File: config.mk
export PLATFORM = sky130hd
export DESIGN_NAME = wb_master_port
export DESIGN_NICKNAME = d
export VERILOG_FILES = /design/src/rtl/wb_master_port.sv
export SDC_FILE = /design/constraint.sdc
export NUM_CORES = 1
export LEC_CHECK = 0
export ABC_CLOCK_PERIOD_IN_PS = 3100
export CAP_MARGIN = 5
export CELL_PAD_IN_SITES_DETAIL_PLACEMENT = 1
export CELL_PAD_IN_SITES_GLOBAL_PLACEMENT = 2
export CORE_ASPECT_RATIO = 0.8
export CORE_UTILIZATION = 33
export DETAILED_ROUTE_END_ITERATION = 10
export DONT_BUFFER_PORTS = 1
export PLACE_DENSITY_LB_ADDON = 0.1
export SETUP_SLACK_MARGIN = 0.2
export SLEW_MARGIN = 20
export SYNTH_ARGS = -nofsm -noshare
export SYNTH_HDL_FRONTEND = slang
export SYNTH_SLANG_ARGS = --single-unit
export TNS_END_PERCENT = 5
File: constraint.sdc
create_clock -name clk_i -period 3.1 [get_ports clk_i]
set_input_delay 0 -clock clk_i [delete_from_list [all_inputs] [get_ports clk_i]]
set_output_delay 0 -clock clk_i [all_outputs]
set_load 0.01 [all_outputs]
File: src/rtl/wb_master_port.sv
// Wishbone classic single-transfer initiator: one WB read or write per command,
// with big-endian lane steering, misalignment checks, bus-error and watchdog reporting.
module wb_master_port #(
    parameter int TIMEOUT_CYCLES = 256,
    parameter int TO_W           = 9
) (
    input  logic        clk_i,
    input  logic        rst_i,
    input  logic        cmd_valid_i,
    output logic        cmd_ready_o,
    input  logic        cmd_we_i,
    input  logic [31:0] cmd_addr_i,
    input  logic [1:0]  cmd_size_i,
    input  logic [31:0] cmd_wdata_i,
    output logic        rsp_valid_o,
    output logic [31:0] rsp_rdata_o,
    output logic        rsp_err_o,
    output logic        wb_cyc_o,
    output logic        wb_stb_o,
    output logic        wb_we_o,
    output logic [31:0] wb_addr_o,
    output logic [3:0]  wb_sel_o,
    output logic [31:0] wb_data_o,
    input  logic [31:0] wb_data_i,
    input  logic        wb_ack_i,
    input  logic        wb_err_i
);

    typedef enum logic [1:0] {IDLE, BUS, RESP} state_e;

    state_e      state_q, state_d;
    logic        ready_q, ready_d;
    logic        cyc_q, cyc_d;
    logic        we_q, we_d;
    logic [31:0] addr_q, addr_d;
    logic [3:0]  sel_q, sel_d;
    logic [31:0] data_q, data_d;
    logic [TO_W-1:0] cnt_q, cnt_d;
    logic        rsp_valid_q, rsp_valid_d;
    logic        rsp_err_q, rsp_err_d;
    logic [31:0] rsp_rdata_q, rsp_rdata_d;

    logic        accept;
    logic        misaligned;
    logic        timeout;
    logic [3:0]  cmdSel;
    logic [31:0] cmdWdata;
    logic [31:0] laneData;

    assign accept  = cmd_valid_i & ready_q;
    assign timeout = (cnt_q == TO_W'(TIMEOUT_CYCLES - 1));

    // Command decode: alignment check plus big-endian select and write-data replication.
    always_comb begin
        misaligned = 1'b0;
        cmdSel     = 4'b1111;
        cmdWdata   = cmd_wdata_i;
        case (cmd_size_i)
            2'b00: begin
                cmdSel   = 4'b1000 >> cmd_addr_i[1:0];
                cmdWdata = {4{cmd_wdata_i[7:0]}};
            end
            2'b01: begin
                misaligned = cmd_addr_i[0];
                cmdSel     = cmd_addr_i[1] ? 4'b0011 : 4'b1100;
                cmdWdata   = {2{cmd_wdata_i[15:0]}};
            end
            2'b10: misaligned = |cmd_addr_i[1:0];
            default: misaligned = 1'b1;
        endcase
    end

    always_comb begin
        case (sel_q)
            4'b1000: laneData = {24'b0, wb_data_i[31:24]};
            4'b0100: laneData = {24'b0, wb_data_i[23:16]};
            4'b0010: laneData = {24'b0, wb_data_i[15:8]};
            4'b0001: laneData = {24'b0, wb_data_i[7:0]};
            4'b1100: laneData = {16'b0, wb_data_i[31:16]};
            4'b0011: laneData = {16'b0, wb_data_i[15:0]};
            default: laneData = wb_data_i;
        endcase
    end

    always_ff @(posedge clk_i or posedge rst_i) begin
        if (rst_i) state_q <= IDLE;
        else       state_q <= state_d;
    end

    always_comb begin
        state_d = state_q;
        case (state_q)
            IDLE: if (accept) state_d = misaligned ? RESP : BUS;
            BUS:  if (wb_err_i || wb_ack_i || timeout) state_d = RESP;
            RESP: state_d = IDLE;
            default: state_d = IDLE;
        endcase
    end

    // Error outranks a simultaneous ack; the watchdog only fires when neither arrives.
    always_comb begin
        ready_d     = (state_d == IDLE);
        cyc_d       = cyc_q;
        we_d        = we_q;
        addr_d      = addr_q;
        sel_d       = sel_q;
        data_d      = data_q;
        cnt_d       = cnt_q;
        rsp_valid_d = 1'b0;
        rsp_err_d   = 1'b0;
        rsp_rdata_d = 32'b0;
        case (state_q)
            IDLE: begin
                if (accept) begin
                    if (misaligned) begin
                        rsp_valid_d = 1'b1;
                        rsp_err_d   = 1'b1;
                    end else begin
                        cyc_d  = 1'b1;
                        we_d   = cmd_we_i;
                        addr_d = {cmd_addr_i[31:2], 2'b00};
                        sel_d  = cmdSel;
                        data_d = cmdWdata;
                        cnt_d  = '0;
                    end
                end
            end
            BUS: begin
                cnt_d = cnt_q + TO_W'(1);
                if (wb_err_i || (!wb_ack_i && timeout)) begin
                    cyc_d       = 1'b0;
                    we_d        = 1'b0;
                    sel_d       = 4'b0;
                    rsp_valid_d = 1'b1;
                    rsp_err_d   = 1'b1;
                end else if (wb_ack_i) begin
                    cyc_d       = 1'b0;
                    we_d        = 1'b0;
                    sel_d       = 4'b0;
                    rsp_valid_d = 1'b1;
                    rsp_rdata_d = we_q ? 32'b0 : laneData;
                end
            end
            default: ;
        endcase
    end

    always_ff @(posedge clk_i or posedge rst_i) begin
        if (rst_i) begin
            ready_q     <= 1'b1;
            cyc_q       <= 1'b0;
            we_q        <= 1'b0;
            addr_q      <= 32'b0;
            sel_q       <= 4'b0;
            data_q      <= 32'b0;
            cnt_q       <= '0;
            rsp_valid_q <= 1'b0;
            rsp_err_q   <= 1'b0;
            rsp_rdata_q <= 32'b0;
        end else begin
            ready_q     <= ready_d;
            cyc_q       <= cyc_d;
            we_q        <= we_d;
            addr_q      <= addr_d;
            sel_q       <= sel_d;
            data_q      <= data_d;
            cnt_q       <= cnt_d;
            rsp_valid_q <= rsp_valid_d;
            rsp_err_q   <= rsp_err_d;
            rsp_rdata_q <= rsp_rdata_d;
        end
    end

    assign cmd_ready_o = ready_q;
    assign rsp_valid_o = rsp_valid_q;
    assign rsp_err_o   = rsp_err_q;
    assign rsp_rdata_o = rsp_rdata_q;
    assign wb_cyc_o    = cyc_q;
    assign wb_stb_o    = cyc_q;
    assign wb_we_o     = we_q;
    assign wb_addr_o   = addr_q;
    assign wb_sel_o    = sel_q;
    assign wb_data_o   = data_q;

endmodule
Word level (Yosys, flattened, before mapping). Index checks and enable logic that the tools add are counted.

Reductions and logical operators: 13. Bitwise gates (word level): 2. Equal/unequal tests: 13. Mux-type cells: 36. Add/sub/neg operators: 1. Shift-type cells: 1.

Operators with widths (number): $pmux W32 S6 (1); $mux W32 (4); $pmux W32 S2 (1); $mux W4 (5); $mux W9 (2); $pmux W9 S2 (1); $pmux W4 S2 (2); $mux W1 (11); $add A9 B1 Y9 const B (1); $eq A9 B8 Y1 const B (1); $eq A4 B2 Y1 const B (2); $eq A4 B4 Y1 const B (2); $pmux W1 S2 (4); $logic_not A2 Y1 (3); $mux W2 (3); $reduce_and A3 Y1 (2); $eq A2 B1 Y1 const B (2); $eq A4 B1 Y1 const B (1); $eq A4 B3 Y1 const B (1); $ne A2 B2 Y1 const B (2); $pmux W2 S2 (1); $reduce_and A4 Y1 (1); $shr A4 B2 Y4 const A (1); $logic_or A1 B1 Y1 (3); 9 further kinds (9).

Input port bits: 104. Output and inout bits: 106. Logic and storage cells: 77. Register bits after elaboration: 114.

Depth between registers and ports, before layout.
Depth in word-level cells: 6. Mapped depth: 7.

Least setup slack after synthesis. No wires, ideal clock.

Path type: flip-flop to flip-flop. Start point: register cnt_q[0]. End point: register rsp_valid_q (netlist: rsp_valid_o). Clock period less this slack: 1725 ps. Cell stages (with the launch flop): 8. Required time: 2964 ps. Arrival: 1589 ps. Path slack: 1375 ps. Buffers on the path: 0. Cells stage by stage: dfrtp_1 > ha_1 > and3_1 > and3_1 > ha_1 > or3_1 > nand2_1 > a21oi_1.

Word-level cells in the longest chain between the ends: 5.

RTL lines: start, declared (RTL line 38) `logic [TO_W-1:0] cnt_q, cnt_d;`; start signal, assigned (RTL line 167) `cnt_q <= cnt_d;`; $eq A9 B8 Y1 (RTL line 51) `assign timeout = (cnt_q == TO_W'(TIMEOUT_CYCLES - 1));`; $logic_and A1 B1 Y1 (RTL line 130) `if (wb_err_i || (!wb_ack_i && timeout)) begin`; $logic_or A1 B1 Y1 (RTL line 130); $mux W1 (RTL line 130); $pmux W1 S2 (RTL line 112) `case (state_q)`; named net rsp_valid_d (RTL line 39) `logic rsp_valid_q, rsp_valid_d;`; end signal, assigned (RTL line 168) `rsp_valid_q <= rsp_valid_d;`; end, declared (RTL line 39).

The timed path passes the listed nets, and every way through them passes these cells. A chain may end at the register's enable or synchronous reset.

Worst setup path in the final report.
Start point: register sel_q[1] (netlist: wb_sel_o[1]). End point: register rsp_rdata_q[13] (netlist: rsp_rdata_o[13]).

Word-level cells in the longest chain between the ends: 6. Elaborated cells on any way between the ends: 11.

RTL lines: start, declared (RTL line 36) `logic [3:0] sel_q, sel_d;`; start signal, assigned (RTL line 165) `sel_q <= sel_d;`; $eq A4 B2 Y1 (tied with other cells) (RTL line 74) `case (sel_q)`; $pmux W32 S6 * (RTL line 74); $mux W32 * (RTL line 141) `rsp_rdata_d = we_q ? 32'b0 : laneData;`; $mux W32 * (RTL line 136) `end else if (wb_ack_i) begin`; $mux W32 * (RTL line 130); $mux W32 * (RTL line 112); named net rsp_rdata_d[13] (RTL line 41) `logic [31:0] rsp_rdata_q, rsp_rdata_d;`; end signal, assigned (RTL line 170) `rsp_rdata_q <= rsp_rdata_d;`; end, declared (RTL line 41).

Mark *: on every way through the listed nets, which the timed path passes. The rest lies on a longest branch.

==> results.json <==
{
  "worst-path-max-fanout": 17,
  "yosysTopAreaCellShare_pct": 55.9,
  "core_region_area_sq_um": 15000,
  "avgRoutedWirePerCell_microns": 20.0,
  "path_cells": "nor2_1 -> and3_1 -> a32oi_1 -> dlygate4sd3_1 -> nor2_1 -> dlygate4sd3_1",
  "drc": 0,
  "async_flop_share_pct": 100,
  "overflow": 0,
  "die_h_microns": 113,
  "antenna_found_initial": 0,
  "p_sw_mw": 2.17,
  "tightest_slew_ns": 0.944,
  "cellPowerDensity_nw_per_um2": 842,
  "cts_tree": "done",
  "hp-class": "in -> reg",
  "layout_common_cells": "nand2_1, dlygate4sd3_1, dfrtp_1",
  "path_class": "reg -> reg",
  "p_leak_nw": 3.23,
  "drv_slew": 0,
  "netlist_instances": 510,
  "cts.sinks": 114,
  "start_util_pct": 33.7,
  "num_rows": 40,
  "hold_viol_final": 0,
  "ys_ff_latch": 114,
  "pwr-share-comb_pct": 20.8,
  "ant_nets": 0,
  "min_to": "wb_sel_o[0]$_DFFE_PP0P_",
  "grt_max_degree": 66,
  "dr_total_vias": 4168,
  "clockRootBuffer": "clkbuf_16",
  "wl_mm": 16.4,
  "diodes": 0,
  "drtIter0Drc": 252,
  "reg2reg_to": "rsp_rdata_o[13]$_DFF_PP0_",
  "numPortBuffers": 0,
  "worstPathArrival_ns": 3.03,
  "cts_setup_buffers": 0,
  "max_stage_delay_ns": 0.76,
  "cpMaxStageDelayCell": "dfrtp_1",
  "status": "finished clean",
  "die_w_microns": 140,
  "grt_use_total_pct": 21.8,
  "clk_pin_slew_ns": 0.06,
  "gp_congestion": 0.774,
  "dr.pass1.iters": 4,
  "relSlewSlack_pct": 36.7,
  "synth.distinct_cells": 50,
  "cp.required_ns": 3.40,
  "clkPwrFrac_pct": 33.1,
  "avgViaCountPerCell": 5.10,
  "ios": 210,
  "ys_seq_area_share_pct": 56.4,
  "internal-power_mw": 3.72,
  "clkLatencyLatePin_ns": 0.42,
  "whs_path_depth": 3,
  "finClkSkew_ns": 0.00932,
  "fin_crit_ns": 2.73,
  "htreeDepth": 4,
  "endpoint_kind": "flip-flop",
  "grt_pass1_wl_mm": 26.0,
  "max_cap_violations": 0,
  "synth-edff-count": 0,
  "vdd_drop_max_v": 0.000343,
  "drive_gt1_share_pct": 9.70,
  "reg2regPathDepth": 6,
  "worstSetupStartpointType": "flip-flop",
  "power_mw": 5.90,
  "netlist_top_cells_area": "dfrtp_1, nand2_1, mux2i_1",
  "reg2reg_slack_ns": 0.37,
  "nNetsFinal": 722,
  "syn_to_final_growth_pct": 38.5,
  "min_from": "cmd_size_i[1]",
  "post-route-period-util_pct": 88.1,
  "final_common_cell": "nand2_1",
  "reg2reg_from": "wb_sel_o[1]$_DFFE_PP0P_",
  "grt_pass1_vias": 4515,
  "dp_hpwl_mm": 10.4,
  "grt_setup_unrepaired": "no",
  "ys.flop_type": "dfrtp_1",
  "p_sw_share_pct": 36.8,
  "clk_path_buf_depth": 2,
  "numCtsBuffers": 17,
  "whs_ns": 0.0221,
  "tns_ns": 0,
  "syn_area_per_cell_sq_um": 9.91,
  "setup_viol": 0,
  "yosysWarningCount": 0,
  "syn-cell-area_sq_um": 5060,
  "die_area_sq_um": 15800,
  "synth_area_leader_cell": "dfrtp_1",
  "p_seq_share_pct": 46.1,
  "fmaxAchievable_mhz": 366
}
==> cells by family (layout without fill, tap and decap cells) <==
family | Yosys count | count (layout) | synth area share, %
simple gates | 221 | 221 | 20.1
flops | 114 | 114 | 56.4
compound gates | 102 | 102 | 13.5
buf+inv | 43 | 161 | 4.06
mux | 26 | 26 | 5.15
fa+ha+maj | 2 | 2 | 0.495
other cells | 1 | 2 | 0.0742
xor+xnor | 1 | 1 | 0.173
==> registers in the layout, indices dropped and copies added, names as in the netlist, 2 cells and up <==
register     cells
wb_sel_o         4
wb_addr_o       30
cnt_q            9
wb_data_o       32
state_q          2
rsp_rdata_o     32
==> through the flow <==
step,instance area (sq um),cells,util [%],worst slack (ns)
after floorplan,5060,511,-,1.38
after global placement,5190,666,34.6,1.08
after detailed placement,5190,666,34.6,0.960
after CTS,6980,817,46.5,0.232
after global routing,7000,818,46.6,0.212
final,7000,818,46.6,0.368
==> layout make-up <==
class / count / area [sq um]
Clock buffer: 18 / 429
Fill cell: 1644 / 8010
Clock inverter: 14 / 158
Timing Repair Buffer: 124 / 1290
Multi-Input combinational cell: 354 / 2010
Tap cell: 189 / 236
Inverter: 5 / 22.5
Sequential cell: 114 / 2860
==> synth_stat cells, types with 3 or more instances <==
cell         n
nand3_1      4
nand2_1    143
dfrtp_1    113
and2_1      17
o21ai_0     31
a22oi_1      8
mux2i_1     26
a211oi_1     3
o2bb2ai_1    5
or2_2        9
a32oi_1     16
buf_4        5
nor2_1      19
and3_1       5
nor3_1       3
buf_2       19
clkbuf_1    12
inv_1        5
a21oi_1     27
==> power groups by stage <==
stage | logic (mW) | clock network (mW) | registers, mW
detailed placement | 1.06 | 0 | 2.73
global route | 1.41 | 2.07 | 2.79
finish | 1.23 | 1.95 | 2.72
global placement | 1.01 | 0 | 2.73
floorplan | 0.953 | 0 | 2.48
CTS | 1.22 | 1.99 | 2.72
==> per-layer routing <==
layer  vias to the layer above  wire (microns)  GRT usage (%)
li1                       1943               -              -
met1                      2059            7170           27.9
met2                       146            7740           34.1
met3                        20            1190           8.04
met4                         0             295           7.33
met5                         -               0              0
==> worst max-delay path, delay by kind of cell, from the launching register on <==
kind                   cells  cell delay, ns
buffers and inverters      2            1.14
AND/OR/NAND/NOR            3            0.54
flip-flops                 1            0.76
AO/OA/AOI/OAI              1            0.18
==> how the worst max path moves through the flow <==
stage | start | to | slack [ns] | depth (start not counted)
after CTS | wb_sel_o[0]$_DFFE_PP0P_ | rsp_rdata_o[13]$_DFF_PP0_ | 0.23 | 6
after floorplan | cnt_q[0]$_DFFE_PP0P_ | rsp_valid_o$_DFF_PP0_ | 1.38 | 7
after global routing | wb_sel_o[1]$_DFFE_PP0P_ | rsp_rdata_o[13]$_DFF_PP0_ | 0.21 | 6
after detailed placement | state_q[1]$_DFF_PP0_ | rsp_rdata_o[29]$_DFF_PP0_ | 0.96 | 4
after global placement | state_q[1]$_DFF_PP0_ | rsp_rdata_o[29]$_DFF_PP0_ | 1.08 | 4
final | wb_sel_o[1]$_DFFE_PP0P_ | rsp_rdata_o[13]$_DFF_PP0_ | 0.37 | 6
==> repair_timing <==
action | CTS | global route
endpoints found under the hold margin | 142 | 0
resized for setup | 0 | 2
hold buffers | 119 | 0
setup endpoints to repair | 0 | 1
Power figures use the tool's default switching activity.
